--- src/rtl/fib_disp_pkg.sv ---
// Shared types and constants for the Fibonacci display path: FSM encoding,
// active-low 7-segment codes and the double-dabble nibble adjust.
package fib_disp_pkg;

  localparam int DIGITS = 5;
  localparam int BIN_W  = 16;
  localparam int BCD_W  = 4 * DIGITS;

  typedef enum logic [1:0] {
    ST_IDLE = 2'd0,
    ST_CONV = 2'd1,
    ST_DONE = 2'd2
  } conv_state_t;

  // Segment order {a,b,c,d,e,f,g,dp}, active low, dp held off
  localparam logic [7:0] SEG_0     = 8'h03;
  localparam logic [7:0] SEG_1     = 8'h9F;
  localparam logic [7:0] SEG_2     = 8'h25;
  localparam logic [7:0] SEG_3     = 8'h0D;
  localparam logic [7:0] SEG_4     = 8'h99;
  localparam logic [7:0] SEG_5     = 8'h49;
  localparam logic [7:0] SEG_6     = 8'h41;
  localparam logic [7:0] SEG_7     = 8'h1F;
  localparam logic [7:0] SEG_8     = 8'h01;
  localparam logic [7:0] SEG_9     = 8'h09;
  localparam logic [7:0] SEG_BLANK = 8'hFF;

  function automatic logic [7:0] seg_decode(input logic [3:0] d);
    logic [7:0] s;
    case (d)
      4'd0:    s = SEG_0;
      4'd1:    s = SEG_1;
      4'd2:    s = SEG_2;
      4'd3:    s = SEG_3;
      4'd4:    s = SEG_4;
      4'd5:    s = SEG_5;
      4'd6:    s = SEG_6;
      4'd7:    s = SEG_7;
      4'd8:    s = SEG_8;
      4'd9:    s = SEG_9;
      default: s = SEG_BLANK;
    endcase
    return s;
  endfunction

  // Pre-shift correction: any BCD nibble >= 5 gets +3 so the shift carries correctly
  function automatic logic [BCD_W-1:0] dabble_adj(input logic [BCD_W-1:0] bcd);
    logic [BCD_W-1:0] r;
    r = bcd;
    for (int i = 0; i < DIGITS; i++) begin
      if (bcd[i*4 +: 4] >= 4'd5) r[i*4 +: 4] = bcd[i*4 +: 4] + 4'd3;
    end
    return r;
  endfunction

endpackage

--- src/rtl/fib_display_ctrl_if.sv ---
// Generator-side term input and board-side display/status outputs.
interface fib_display_ctrl_if;
  import fib_disp_pkg::*;

  logic             f_valid;
  logic [BIN_W-1:0] f_out;
  logic             busy;
  logic [7:0]       an;
  logic [7:0]       dec_ddp;

  modport master (output f_valid, f_out, input busy, an, dec_ddp);
  modport slave  (input f_valid, f_out, output busy, an, dec_ddp);
endinterface

--- src/rtl/bin2bcd_seq.sv ---
// Sequential double-dabble: one shift per cycle, BIN_W iterations, then a
// single DONE cycle in which bcd_out holds the result.
module bin2bcd_seq
  import fib_disp_pkg::*;
(
  input  logic             clk,
  input  logic             rst,
  input  logic             start,
  input  logic [BIN_W-1:0] bin_in,
  output logic             busy,
  output logic             done,
  output logic [BCD_W-1:0] bcd_out
);

  conv_state_t      r_state, w_next;
  logic [BIN_W-1:0] r_bin;
  logic [BCD_W-1:0] r_bcd;
  logic [4:0]       r_iter;
  logic [BCD_W-1:0] w_adj;

  assign w_adj = dabble_adj(r_bcd);

  always_ff @(posedge clk) begin
    if (rst) r_state <= ST_IDLE;
    else     r_state <= w_next;
  end

  always_comb begin
    w_next = r_state;
    case (r_state)
      ST_IDLE: if (start) w_next = ST_CONV;
      ST_CONV: if (r_iter == 5'(BIN_W - 1)) w_next = ST_DONE;
      ST_DONE: w_next = ST_IDLE;
      default: w_next = ST_IDLE;
    endcase
  end

  always_ff @(posedge clk) begin
    if (rst) begin
      r_bin  <= '0;
      r_bcd  <= '0;
      r_iter <= '0;
    end else begin
      case (r_state)
        ST_IDLE: if (start) begin
          r_bin  <= bin_in;
          r_bcd  <= '0;
          r_iter <= '0;
        end
        ST_CONV: begin
          {r_bcd, r_bin} <= {w_adj[BCD_W-2:0], r_bin, 1'b0};
          r_iter         <= r_iter + 5'd1;
        end
        default: ;
      endcase
    end
  end

  assign busy    = (r_state != ST_IDLE);
  assign done    = (r_state == ST_DONE);
  assign bcd_out = r_bcd;

endmodule

--- src/rtl/fib_display_ctrl.sv ---
// Captures Fibonacci terms, converts them to BCD and scans five digits onto
// a multiplexed active-low 7-segment display with leading-zero blanking.
module fib_display_ctrl
  import fib_disp_pkg::*;
#(
  parameter int REFRESH_DIV = 100000
) (
  input  logic              clk,
  input  logic              rst,
  fib_display_ctrl_if.slave bus
);

  localparam int CNT_W = (REFRESH_DIV > 1) ? $clog2(REFRESH_DIV) : 1;

  logic             w_busy, w_done, w_start;
  logic [BIN_W-1:0] w_bin;
  logic [BCD_W-1:0] w_bcd;

  logic             r_pend_vld;
  logic [BIN_W-1:0] r_pend;
  logic [BCD_W-1:0] r_disp;
  logic [CNT_W-1:0] r_cnt;
  logic [2:0]       r_idx;
  logic [7:0]       r_an, r_seg;

  // A live sample always beats the pending one; both leave pending empty
  assign w_start = !w_busy && (bus.f_valid || r_pend_vld);
  assign w_bin   = bus.f_valid ? bus.f_out : r_pend;

  bin2bcd_seq u_conv (
    .clk     (clk),
    .rst     (rst),
    .start   (w_start),
    .bin_in  (w_bin),
    .busy    (w_busy),
    .done    (w_done),
    .bcd_out (w_bcd)
  );

  always_ff @(posedge clk) begin
    if (rst) begin
      r_pend_vld <= 1'b0;
      r_pend     <= '0;
    end else if (bus.f_valid && w_busy) begin
      r_pend_vld <= 1'b1;
      r_pend     <= bus.f_out;
    end else if (w_start) begin
      r_pend_vld <= 1'b0;
    end
  end

  always_ff @(posedge clk) begin
    if (rst)         r_disp <= '0;
    else if (w_done) r_disp <= w_bcd;
  end

  always_ff @(posedge clk) begin
    if (rst) begin
      r_cnt <= '0;
      r_idx <= '0;
    end else if (r_cnt == CNT_W'(REFRESH_DIV - 1)) begin
      r_cnt <= '0;
      r_idx <= (r_idx == 3'(DIGITS - 1)) ? 3'd0 : r_idx + 3'd1;
    end else begin
      r_cnt <= r_cnt + CNT_W'(1);
    end
  end

  // w_show[i]: digit i is at or below the most significant nonzero digit
  logic [7:0]  w_show;
  logic [31:0] w_disp_ext;
  logic [3:0]  w_digit;

  assign w_show[7:DIGITS]   = '0;
  assign w_show[DIGITS-1]   = |r_disp[(DIGITS-1)*4 +: 4];
  assign w_show[0]          = 1'b1;
  for (genvar g = 1; g < DIGITS - 1; g++) begin : g_blank
    assign w_show[g] = w_show[g+1] | (|r_disp[g*4 +: 4]);
  end

  assign w_disp_ext = {{(32-BCD_W){1'b0}}, r_disp};
  assign w_digit    = w_disp_ext[{r_idx, 2'b00} +: 4];

  always_ff @(posedge clk) begin
    if (rst) begin
      r_an  <= 8'hFF;
      r_seg <= SEG_BLANK;
    end else begin
      r_an  <= ~(8'h01 << r_idx);
      r_seg <= w_show[r_idx] ? seg_decode(w_digit) : SEG_BLANK;
    end
  end

  assign bus.busy    = w_busy;
  assign bus.an      = r_an;
  assign bus.dec_ddp = r_seg;

endmodule

--- src/flat_wrapper.sv ---
// flat-port wrapper written by rule: the top's interface ports become plain ports
module fib_display_ctrl_flat import fib_disp_pkg::*;
#(
  parameter int REFRESH_DIV = 100000
)
  (clk, rst, bus_f_valid, bus_f_out, bus_busy, bus_an, bus_dec_ddp);
  fib_display_ctrl_if bus_i ();
  input  logic clk;
  input  logic rst;
  input wire logic [$bits(bus_i.f_valid)-1:0] bus_f_valid;
  input wire logic [$bits(bus_i.f_out)-1:0] bus_f_out;
  output wire logic [$bits(bus_i.busy)-1:0] bus_busy;
  output wire logic [$bits(bus_i.an)-1:0] bus_an;
  output wire logic [$bits(bus_i.dec_ddp)-1:0] bus_dec_ddp;
  assign bus_i.f_valid = bus_f_valid;
  assign bus_i.f_out = bus_f_out;
  assign bus_busy = bus_i.busy;
  assign bus_an = bus_i.an;
  assign bus_dec_ddp = bus_i.dec_ddp;
  fib_display_ctrl #(.REFRESH_DIV(REFRESH_DIV)) u_core (.clk(clk), .rst(rst), .bus(bus_i));
endmodule
--- config.mk ---
export PLATFORM = sky130hd
export DESIGN_NAME = fib_display_ctrl_flat
export DESIGN_NICKNAME = d
export VERILOG_FILES = /design/src/rtl/fib_disp_pkg.sv /design/src/rtl/fib_display_ctrl_if.sv /design/src/rtl/bin2bcd_seq.sv /design/src/rtl/fib_display_ctrl.sv /design/src/flat_wrapper.sv
export SDC_FILE = /design/constraint.sdc
export NUM_CORES = 1
export LEC_CHECK = 0
export BUFFER_PORTS_ARGS = -buffer_cell sky130_fd_sc_hd__buf_2
export CAP_MARGIN = 10
export CORE_ASPECT_RATIO = 1.4
export CORE_MARGIN = 1
export CORE_UTILIZATION = 55
export DETAILED_ROUTE_END_ITERATION = 16
export HOLD_SLACK_MARGIN = 0.03
export PLACE_DENSITY = 0.83
export SYNTH_ARGS = -nofsm -noshare
export SYNTH_HDL_FRONTEND = slang
export SYNTH_SLANG_ARGS = --single-unit
--- constraint.sdc ---
create_clock -name clk -period 3.6 [get_ports clk]
set_input_delay 0.9 -clock clk [delete_from_list [all_inputs] [get_ports clk]]
set_output_delay 0.9 -clock clk [all_outputs]
set_load 0.05 [all_outputs]
==> run_results.csv, run 1 <==
group,metric,value,unit
global_routing,grt_pass1_wl,18240,um
yosys,syn_inst,602,
worst_setup_path,startpoint,"u_core.r_idx[1]",
drt,drcViolationCount,0,
drt,wirelength,10630,um
cts,cts_buffers,17,
worst_hold_path,hold_path.class,"flip-flop to flip-flop",
placement,gp_congestion,0.8188,
cells_and_area,drive_gt1_frac,0.1719,
timing,hold_viol,0,
yosys,synth.distinct_cells,56,
worst_setup_path,regToRegStartpoint,"u_core.r_idx[1]",
global_routing,grt_usage,0.2259,
power_and_ir_drop,p_leak,2.274,nW
timing,maxSlewViolCount,0,
cells_and_area,num-fill-cells,739,
timing,fin_ws,1.021,ns
cells_and_area,seq_area,0.002302,sq mm
yosys,ys_seq_area_frac,0.4324,
timing,timing.fmax,387.7,MHz
global_routing,grt_max_degree,67,
drt,drt_first_pass_iters,5,
flow_run,maxCapViolations,0,
outcome,outcome,"finished clean",
global_routing,grt-ovfl-total,0,
power_and_ir_drop,p_switching,0.0006760,W
worst_setup_path,end_kind,"flip-flop",
timing,tns,0,ns
yosys,synth_area_leaders,"dfxtp_1, nand2_1, ha_1, a21oi_1, mux2_2",
drt,dr_total_vias,4276,
yosys,synth_warnings,0,
yosys,ys.flop_type,"dfxtp_1",
placement,hpwl,6983,um
global_routing,grt_pass1_vias,4255,
cts,hold_buffers,0,
floorplan,die_area,0.01008,sq mm
floorplan,design.core.area,0.009407,sq mm
cts,htreeDepth,4,
power_and_ir_drop,ir_worst_vdd,0.3905,mV
worst_hold_path,hold_path.startpoint,"u_core.r_pend[15]",
timing,max_slew_margin,0.3163,
cts,insertion_delay,0.40,ns
cts,root_buffer,"clkbuf_16",
cts,clock_sinks,115,
drt,postRouteAntennaNets,0,
yosys,ys_async_sr_fraction,0,
worst_setup_path,path_class,"flip-flop to flip-flop",
cells_and_area,antenna_cells,0,
power_and_ir_drop,combinationalPowerShare,0.052,
yosys,synth_edf_count,0,
floorplan,die_w,85.15,um
floorplan,start_util,0.5660,
floorplan,rows,42,
yosys,syn_area_per_cell,8.844,sq um
yosys,yosys.area.top_type,"dfxtp_1",
cells_and_area,fin_nets,665,
timing,post-route-period-util,0.7165,
timing,rsz0062_at_grt,"false",
power_and_ir_drop,seq_power_share,0.417,
placement,io_buffers,34,
power_and_ir_drop,power.share.clock,0.532,
drt,wl_per_cell,14.29,um
cts,cts_tree,"done",
cells_and_area,area_growth,13.96,%
yosys,synth.top_cell.area_share,0.4324,
worst_setup_path,crit_required,3.86,ns
cts,post-cts-setup-buffer-count,0,
global_routing,antenna_found_initial,0,
power_and_ir_drop,intPower,0.002490,W
cts,path_clk_slew,0.05,ns
placement,post-place-ws,0.9894,ns
floorplan,pin_count,36,
power_and_ir_drop,power_density,521.9,mW/mm^2
drt,vias_per_cell,5.747,
drt,first_iter_violations,277,
cts,cts_max_path_buffers,2,
yosys,syn_nets,646,
power_and_ir_drop,swShare,0.2135,
timing,setup_violations,0,
worst_setup_path,cp.arrival,2.84,ns
cts,cts_resized,0,
yosys,synth.cell_area,0.005324,sq mm
yosys,ys_seq_elements,115,
floorplan,dieHeight,118.4,um
timing,min_period,2.579,ns
worst_setup_path,critical_path.startpoint_type,"flip-flop",
cells_and_area,multi_input_area,0.002748,sq mm
worst_setup_path,path_max_fanout,14,
timing,clock_skew,0.008897,ns
timing,tightest_slew,1.026,ns
worst paths after layout:
check,slack (ns),depth (start not counted),to
min,0.45,2,u_core.r_pend[15]
max reg2reg,1.02,6,u_core.bus.dec_ddp[4]
max,1.02,6,u_core.bus.dec_ddp[4]
min reg2reg,0.45,2,u_core.r_pend[15]
power by group through the flow:
stage	Clock, W	Sequential (W)	Combinational (W)
after global placement	0	0.00134	0.000157
after global routing	0.00177	0.00132	0.000179
final	0.00168	0.00132	0.000164
after floorplan	0	0.00136	0.000117
after detailed placement	0	0.00134	0.000163
after CTS	0.00171	0.00132	0.000165
cells in the final DEF (no fill, tap or decap), types with 3 or more instances in the layout:
cell,n
a21o_1,4
a21oi_1,55
a222oi_1,15
a22oi_1,9
a32oi_1,4
and2_1,3
and3_1,3
buf_2,34
buf_4,4
bufinv_16,3
clkbuf_16,17
clkbuf_8,3
clkinv_2,5
dfxtp_1,115
ha_1,25
inv_1,19
mux2_2,20
mux2i_1,8
nand2_1,98
nand2b_1,9
nand3_1,12
nand4_1,3
nor2_1,54
nor2_4,8
nor2b_1,3
nor3_1,15
nor3b_1,4
nor4_1,3
o211ai_1,4
o21ai_0,14
xnor2_1,14
xor2_1,12
cell usage after synthesis, types with 4 or more instances:
| cell | number |
|---|---|
| nor2_4 | 8 |
| a22oi_1 | 9 |
| o21ai_0 | 14 |
| a21o_1 | 4 |
| ha_1 | 25 |
| nor2b_1 | 4 |
| o211ai_1 | 4 |
| inv_1 | 19 |
| nand2_1 | 98 |
| a32oi_1 | 4 |
| nor2_1 | 54 |
| nor3_1 | 15 |
| nor3b_1 | 4 |
| nand3_1 | 12 |
| xor2_1 | 12 |
| a21oi_1 | 55 |
| mux2i_1 | 8 |
| nand2b_1 | 9 |
| buf_2 | 7 |
| mux2_2 | 20 |
| xnor2_1 | 14 |
| clkbuf_1 | 22 |
| a222oi_1 | 15 |
| dfxtp_1 | 115 |
flip-flops by register name (all words and copies together), names as in the netlist:
name and cells:
u_core.r_idx 3, u_core.bus.dec_ddp 7, u_core.u_conv.bcd_out 20, u_core.bus.an 8, u_core.r_pend_vld 1, u_core.r_disp 20, u_core.r_pend 16, u_core.u_conv.r_iter 5
u_core.u_conv.r_state 2, u_core.u_conv.r_bin 16, u_core.r_cnt 17
layer usage:
metal  wire [um]  up-vias  track usage
met2        5696      110       0.4108
met5           0        -            0
met3         352       23      0.06634
met4         258        0       0.1176
li1            -     2125            -
met1        4324     2018       0.2286
per-stage QoR:
stage | hold WS [ns] | total power [W] | cell area [sq um] | utilization | std cells
floorplan | 0.4338 | 0.001472 | 5324 | - | 602
global placement | 0.4394 | 0.001499 | 5455 | 0.5799 | 711
detailed placement | 0.4474 | 0.001506 | 5455 | 0.5799 | 711
CTS | 0.4545 | 0.003189 | 6060 | 0.6442 | 743
global route | 0.4763 | 0.003270 | 6067 | 0.6450 | 744
finish | 0.4521 | 0.003166 | 6067 | 0.6450 | 744
critical path, stage by stage, from the launching register on:
cell and delay (ns):
dfxtp_1 0.63, mux2_2 0.39, a221oi_1 0.70, inv_1 0.17, ha_1 0.26, nor3_1 0.19
o31ai_1 0.09
kinds of logic (layout without fill, tap and decap cells):
group	count (synthesis)	in the layout	synth area share
compound gates	119	119	0.1495
fa+ha+maj	25	25	0.05875
buf+inv	58	90	0.05194
xor+xnor	26	26	0.04277
mux	29	29	0.05946
flops	115	115	0.4324
simple gates	229	229	0.2045
other cells	1	1	0.0007044
area by class of cell:
type                       count  share of cell area
inverter                      20             0.01237
timing repair buffer          38             0.03300
clock inverter                10             0.02145
multi-input combinational    429              0.4529
sequential                   115              0.3795
clock buffer                  22             0.07816
tap                          110             0.02269
Note: power is estimated with default switching activity, not from simulation.
==> run 2: changes to the inputs <==
--- a/config.mk
+++ b/config.mk
@@ -9,10 +9,10 @@
 export CAP_MARGIN = 10
 export CORE_ASPECT_RATIO = 1.4
 export CORE_MARGIN = 1
-export CORE_UTILIZATION = 55
+export CORE_UTILIZATION = 54
 export DETAILED_ROUTE_END_ITERATION = 16
 export HOLD_SLACK_MARGIN = 0.03
-export PLACE_DENSITY = 0.83
+export PLACE_DENSITY = 0.84
 export SYNTH_ARGS = -nofsm -noshare
 export SYNTH_HDL_FRONTEND = slang
 export SYNTH_SLANG_ARGS = --single-unit
==> constraint.sdc (replaced) <==
create_clock -name clk -period 2.3 [get_ports clk]
set_input_delay 0.575 -clock clk [delete_from_list [all_inputs] [get_ports clk]]
set_output_delay 0.575 -clock clk [all_outputs]
set_load 0.05 [all_outputs]
==> run 2 against run 1 <==
Worst setup slack worse by 0.78 ns. Sequential power up 56%. Die area up 1.8%. Sequential share of layout area down 0.43 points. Critical endpoint unchanged.
==> run_results.csv, run 2 (synthesis results as in run 1) <==
group,metric,value,unit
cts,path_clk_slew,0.05,ns
timing,holdWs,0.4106,ns
drt,vias_per_cell,5.519,
cts,htreeDepth,4,
power_and_ir_drop,combinationalPowerShare,0.055,
placement,post-place-ws,0.1146,ns
worst_hold_path,hold_path.class,"primary input to flip-flop",
drt,dr_total_vias,4266,
timing,max_slew_margin,0.4220,
cts,clock_sinks,115,
worst_setup_path,cp.arrival,2.34,ns
flow_run,maxCapViolations,0,
cts,insertion_delay,0.41,ns
drt,first_iter_violations,256,
cells_and_area,drive_gt1_frac,0.1856,
power_and_ir_drop,ir_worst_vdd,0.5285,mV
drt,postRouteAntennaNets,0,
power_and_ir_drop,power_density,792.5,mW/mm^2
timing,post-route-period-util,0.8972,
cts,post-cts-setup-buffer-count,0,
floorplan,rows,42,
worst_setup_path,path_max_fanout,8,
timing,setup_violations,0,
floorplan,pin_count,36,
cts,cts_tree,"done",
power_and_ir_drop,swShare,0.2201,
power_and_ir_drop,p_switching,0.001072,W
placement,gp_congestion,0.8805,
placement,io_buffers,34,
worst_setup_path,critical_path.startpoint_type,"flip-flop",
timing,fin_ws,0.2365,ns
power_and_ir_drop,total_power,0.004869,W
power_and_ir_drop,p_leak,2.313,nW
floorplan,die_area,0.01027,sq mm
timing,rsz0062_at_grt,"false",
cells_and_area,mostFrequentLayoutCell,"dfxtp_1",
cells_and_area,fin_util,0.6459,
cts,cts_buffers,17,
drt,wirelength,10650,um
global_routing,grt-ovfl-total,0,
power_and_ir_drop,intPower,0.003797,W
cts,cts_max_path_buffers,2,
timing,hold_viol,0,
cells_and_area,area_growth,15.39,%
floorplan,design.core.area,0.009512,sq mm
global_routing,grt_pass1_vias,4204,
cells_and_area,mostFrequentLayoutCells,"dfxtp_1, nand2_1, a21oi_1",
floorplan,dieHeight,119.5,um
power_and_ir_drop,seq_power_share,0.424,
outcome,outcome,"finished clean",
cells_and_area,fin_nets,672,
cts,root_buffer,"clkbuf_16",
global_routing,grt_pass1_wl,18150,um
drt,drt_first_pass_iters,7,
timing,timing.fmax,484.6,MHz
timing,clock_skew,0.009157,ns
global_routing,grt_usage,0.2226,
global_routing,antenna_found_initial,0,
worst_setup_path,path_class,"flip-flop to flip-flop",
timing,tightest_slew,0.8670,ns
timing,tns,0,ns
floorplan,die_w,85.92,um
worst_setup_path,end_kind,"flip-flop",
power_and_ir_drop,power.share.clock,0.522,
drt,wl_per_cell,13.78,um
placement,hpwl,7027,um
worst_setup_path,crit_required,2.57,ns
cells_and_area,antenna_cells,0,
drt,drcViolationCount,0,
timing,min_period,2.063,ns
global_routing,grt_max_degree,88,
timing,maxSlewViolCount,0,
floorplan,start_util,0.5597,
==> run 2: cell types whose count changed in the layout (fill, tap and decap cells not counted) <==
cell | before | now
clkinv_2 | 5 | 6
clkinvlp_4 | 2 | 1
nor3b_1 | 4 | 3
nor3b_2 | 0 | 1
buf_4 | 4 | 10
buf_12 | 0 | 1
dfxtp_2 | 0 | 2
clkinv_4 | 0 | 1
dfxtp_1 | 115 | 113
bufinv_16 | 3 | 2
==> run 2: power groups by stage <==
stage | clock [W] | sequential (W) | combinational [W]
6_report | 0.00254 | 0.00206 | 0.000266
5_1_grt | 0.00268 | 0.00207 | 0.000290
4_1_cts | 0.00257 | 0.00206 | 0.000266
3_5_place_dp | 0 | 0.00210 | 0.000264
3_3_place_gp | 0 | 0.00210 | 0.000256
2_1_floorplan | 0 | 0.00212 | 0.000183
==> run 2: metrics by stage <==
step / cells / cell area (sq um)
after floorplan: 602 / 5324
after global placement: 741 / 5555
after detailed placement: 741 / 5555
after CTS: 773 / 6136
after global routing: 773 / 6143
final: 773 / 6143
==> run 2: final cells by class <==
cell class / instances / area [sq um]
Clock buffer: 22 / 474.2
Fill cell: 757 / 3368
Clock inverter: 10 / 106.4
Multi-Input combinational cell: 429 / 2753
Tap cell: 132 / 165.2
Sequential cell: 115 / 2305
Timing Repair Buffer: 45 / 265.3
Inverter: 20 / 75.07
==> run 2: per-layer routing <==
| metal | up-vias | wire length (um) | track usage |
|---|---|---|---|
| met5 | - | 0 | 0 |
| met4 | 0 | 215 | 0.1281 |
| met3 | 20 | 406 | 0.05544 |
| met2 | 104 | 5628 | 0.3953 |
| met1 | 2018 | 4400 | 0.2338 |
| li1 | 2124 | - | - |
==> run 2: path summary, 6_finish.rpt <==
path                                 to  slack [ns]              from  depth (start not counted)
hold reg to reg        u_core.r_pend[5]        0.45  u_core.r_pend[5]                          2
setup reg to reg  u_core.bus.dec_ddp[4]        0.24   u_core.r_idx[1]                          9
setup / recovery  u_core.bus.dec_ddp[4]        0.24   u_core.r_idx[1]                          9
hold / removal          u_core.r_cnt[4]        0.41               rst                          2
==> run 2: critical path, stage by stage, from the launching register on <==
cell      delay, ns
dfxtp_2        0.42
buf_4          0.19
mux2i_1        0.20
nor3_1         0.06
a221oi_1       0.25
buf_4          0.20
inv_1          0.07
ha_1           0.22
nor3_1         0.22
o31ai_1        0.10
==> run 2: repair_timing <==
item                                   CTS  global route
endpoints found under the hold margin    0             0
hold buffers                             0             0
resized for setup                        0             3
setup endpoints to repair                0             1
==> run 3: changes to the inputs <==
--- a/config.mk
+++ b/config.mk
@@ -12,7 +12,7 @@
 export CORE_UTILIZATION = 54
 export DETAILED_ROUTE_END_ITERATION = 16
 export HOLD_SLACK_MARGIN = 0.03
-export PLACE_DENSITY = 0.84
+export PLACE_DENSITY = 0.86
 export SYNTH_ARGS = -nofsm -noshare
 export SYNTH_HDL_FRONTEND = slang
 export SYNTH_SLANG_ARGS = --single-unit
==> constraint.sdc (replaced) <==
create_clock -name clk -period 2.3 [get_ports clk]
set_input_delay 0.575 -clock clk [delete_from_list [all_inputs] [get_ports clk]]
set_output_delay 0.575 -clock clk [all_outputs]
set_load 0.005 [all_outputs]
==> run 3 against run 2 <==
Combinational power fell by 11%. Via count grew 1.1%. Highest routed layer unchanged. Non-clock buffer count grew 1.
==> run_results.csv, run 3 (synthesis results as in run 1) <==
group,metric,value,unit
outcome,outcome,"finished clean",
drt,wl_per_cell,13.98,um
placement,hpwl,7118,um
global_routing,antenna_found_initial,0,
cells_and_area,antenna_cells,0,
cts,path_clk_slew,0.06,ns
worst_setup_path,cp.arrival,2.40,ns
cts,cts_resized,0,
floorplan,dieHeight,119.5,um
global_routing,grt_max_degree,88,
floorplan,rows,42,
worst_setup_path,r2r_end,"u_core.bus.dec_ddp[4]",
worst_setup_path,path_class,"flip-flop to flip-flop",
worst_hold_path,hold_depth,3,
floorplan,pin_count,36,
cts,post-cts-setup-buffer-count,0,
flow_run,maxCapViolations,0,
worst_setup_path,regToRegStartpoint,"u_core.r_idx[1]",
cts,clock_sinks,115,
global_routing,grt_usage,0.2265,
cells_and_area,drive_gt1_frac,0.1825,
global_routing,grt_pass1_wl,18500,um
cells_and_area,mostFrequentLayoutCell,"dfxtp_1",
placement,io_buffers,34,
worst_setup_path,rrSetupSlack,0.17,ns
cells_and_area,mostFrequentLayoutCells,"dfxtp_1, nand2_1, a21oi_1",
placement,gp_congestion,0.8387,
timing,tns,0,ns
cts,cts_tree,"done",
drt,postRouteAntennaNets,0,
drt,first_iter_violations,181,
drt,vias_per_cell,5.582,
drt,dr_total_vias,4315,
timing,maxSlewViolCount,0,
worst_setup_path,path_max_fanout,9,
floorplan,die_w,85.92,um
timing,min_period,2.128,ns
power_and_ir_drop,ir_worst_vdd,0.5855,mV
worst_setup_path,r2r_cells,7,
worst_setup_path,critical_path.startpoint_type,"flip-flop",
worst_hold_path,min_to,"u_core.r_pend[9]",
cts,cts_buffers,17,
drt,wirelength,10810,um
timing,setup_violations,0,
power_and_ir_drop,p_leak,2.331,nW
timing,timing.fmax,469.8,MHz
cts,insertion_delay,0.41,ns
worst_setup_path,end_kind,"flip-flop",
drt,drcViolationCount,0,
cts,htreeDepth,4,
global_routing,grt_pass1_vias,4249,
floorplan,die_area,0.01027,sq mm
timing,clock_skew,0.01001,ns
floorplan,start_util,0.5597,
power_and_ir_drop,power_density,821.0,mW/mm^2
cells_and_area,fin_util,0.6504,
worst_hold_path,hold_path.startpoint,"bus_f_out[9]",
floorplan,design.core.area,0.009512,sq mm
timing,hold_viol,0,
timing,max_slew_margin,0.4354,
worst_setup_path,crit_required,2.57,ns
timing,post-route-period-util,0.9254,
cells_and_area,area_growth,16.19,%
drt,drt_first_pass_iters,6,
worst_hold_path,hold_path.class,"primary input to flip-flop",
cts,hold_buffers,0,
timing,tightest_slew,0.8470,ns
cts,root_buffer,"clkbuf_16",
cells_and_area,num-fill-cells,751,
cells_and_area,fin_nets,673,
timing,rsz0062_at_grt,"false",
global_routing,grt-ovfl-total,0,
cts,cts_max_path_buffers,2,
run 3: cell types whose count changed in the layout (fill, tap and decap cells not counted), sizes merged:
cell | previous run | this run
buf | 45 | 46
bufinv | 2 | 4
clkinv | 7 | 4
run 3: how the worst max path moves through the flow:
stage,end,from
after global placement,u_core.bus.dec_ddp[4],u_core.r_idx[1]
after detailed placement,u_core.bus.dec_ddp[4],u_core.r_idx[1]
after CTS,u_core.bus.dec_ddp[4],u_core.r_idx[1]
after global routing,u_core.bus.dec_ddp[4],u_core.r_idx[1]
final,u_core.bus.dec_ddp[4],u_core.r_idx[1]
after floorplan,u_core.bus.dec_ddp[4],u_core.r_idx[1]
run 3: per-stage QoR:
stage	power [W]	cell area, sq um	setup WS [ns]	std cells	hold slack, ns
detailed placement	0.002334	5550	0.1888	742	0.4483
global route	0.005231	6186	0.01911	773	0.4114
floorplan	0.002273	5324	0.1134	602	0.4338
finish	0.005079	6186	0.1715	773	0.4056
global placement	0.002322	5550	0.3410	742	0.4391
CTS	0.005109	6186	0.1833	773	0.3979
run 3: final cells by class:
class                           instances  area (sq um)  area share
Tap cell                              132         165.2     0.02670
Timing Repair Buffer                   46         260.3     0.04207
Clock inverter                          9         151.4     0.02447
Clock buffer                           22         484.2     0.07828
Inverter                               20         75.07     0.01214
Sequential cell                       115          2302      0.3722
Multi-Input combinational cell        429          2748      0.4442
run 3: per-layer routing:
layer | vias to the layer above | routed length (um) | GRT usage
li1 | 2135 | - | -
met1 | 2050 | 4262 | 0.2367
met2 | 107 | 5867 | 0.4152
met3 | 23 | 420 | 0.05960
met4 | 0 | 255 | 0.1010
met5 | - | 0 | 0
run 3: power by group:
part	internal, W	leakage [nW]	switching (W)	total (W)
registers	0.00204	0.933	0.0000261	0.00206
clock network	0.00191	0.312	0.000865	0.00278
logic	0.0000898	1.09	0.000146	0.000236
run 3: worst max-delay path, cell delays in order, from the launching register on:
cell,delay [ns]
dfxtp_1,0.52
mux2i_1,0.15
o311ai_2,0.52
inv_1,0.18
ha_1,0.35
nand2_1,0.05
nor3_1,0.14
o31ai_1,0.08
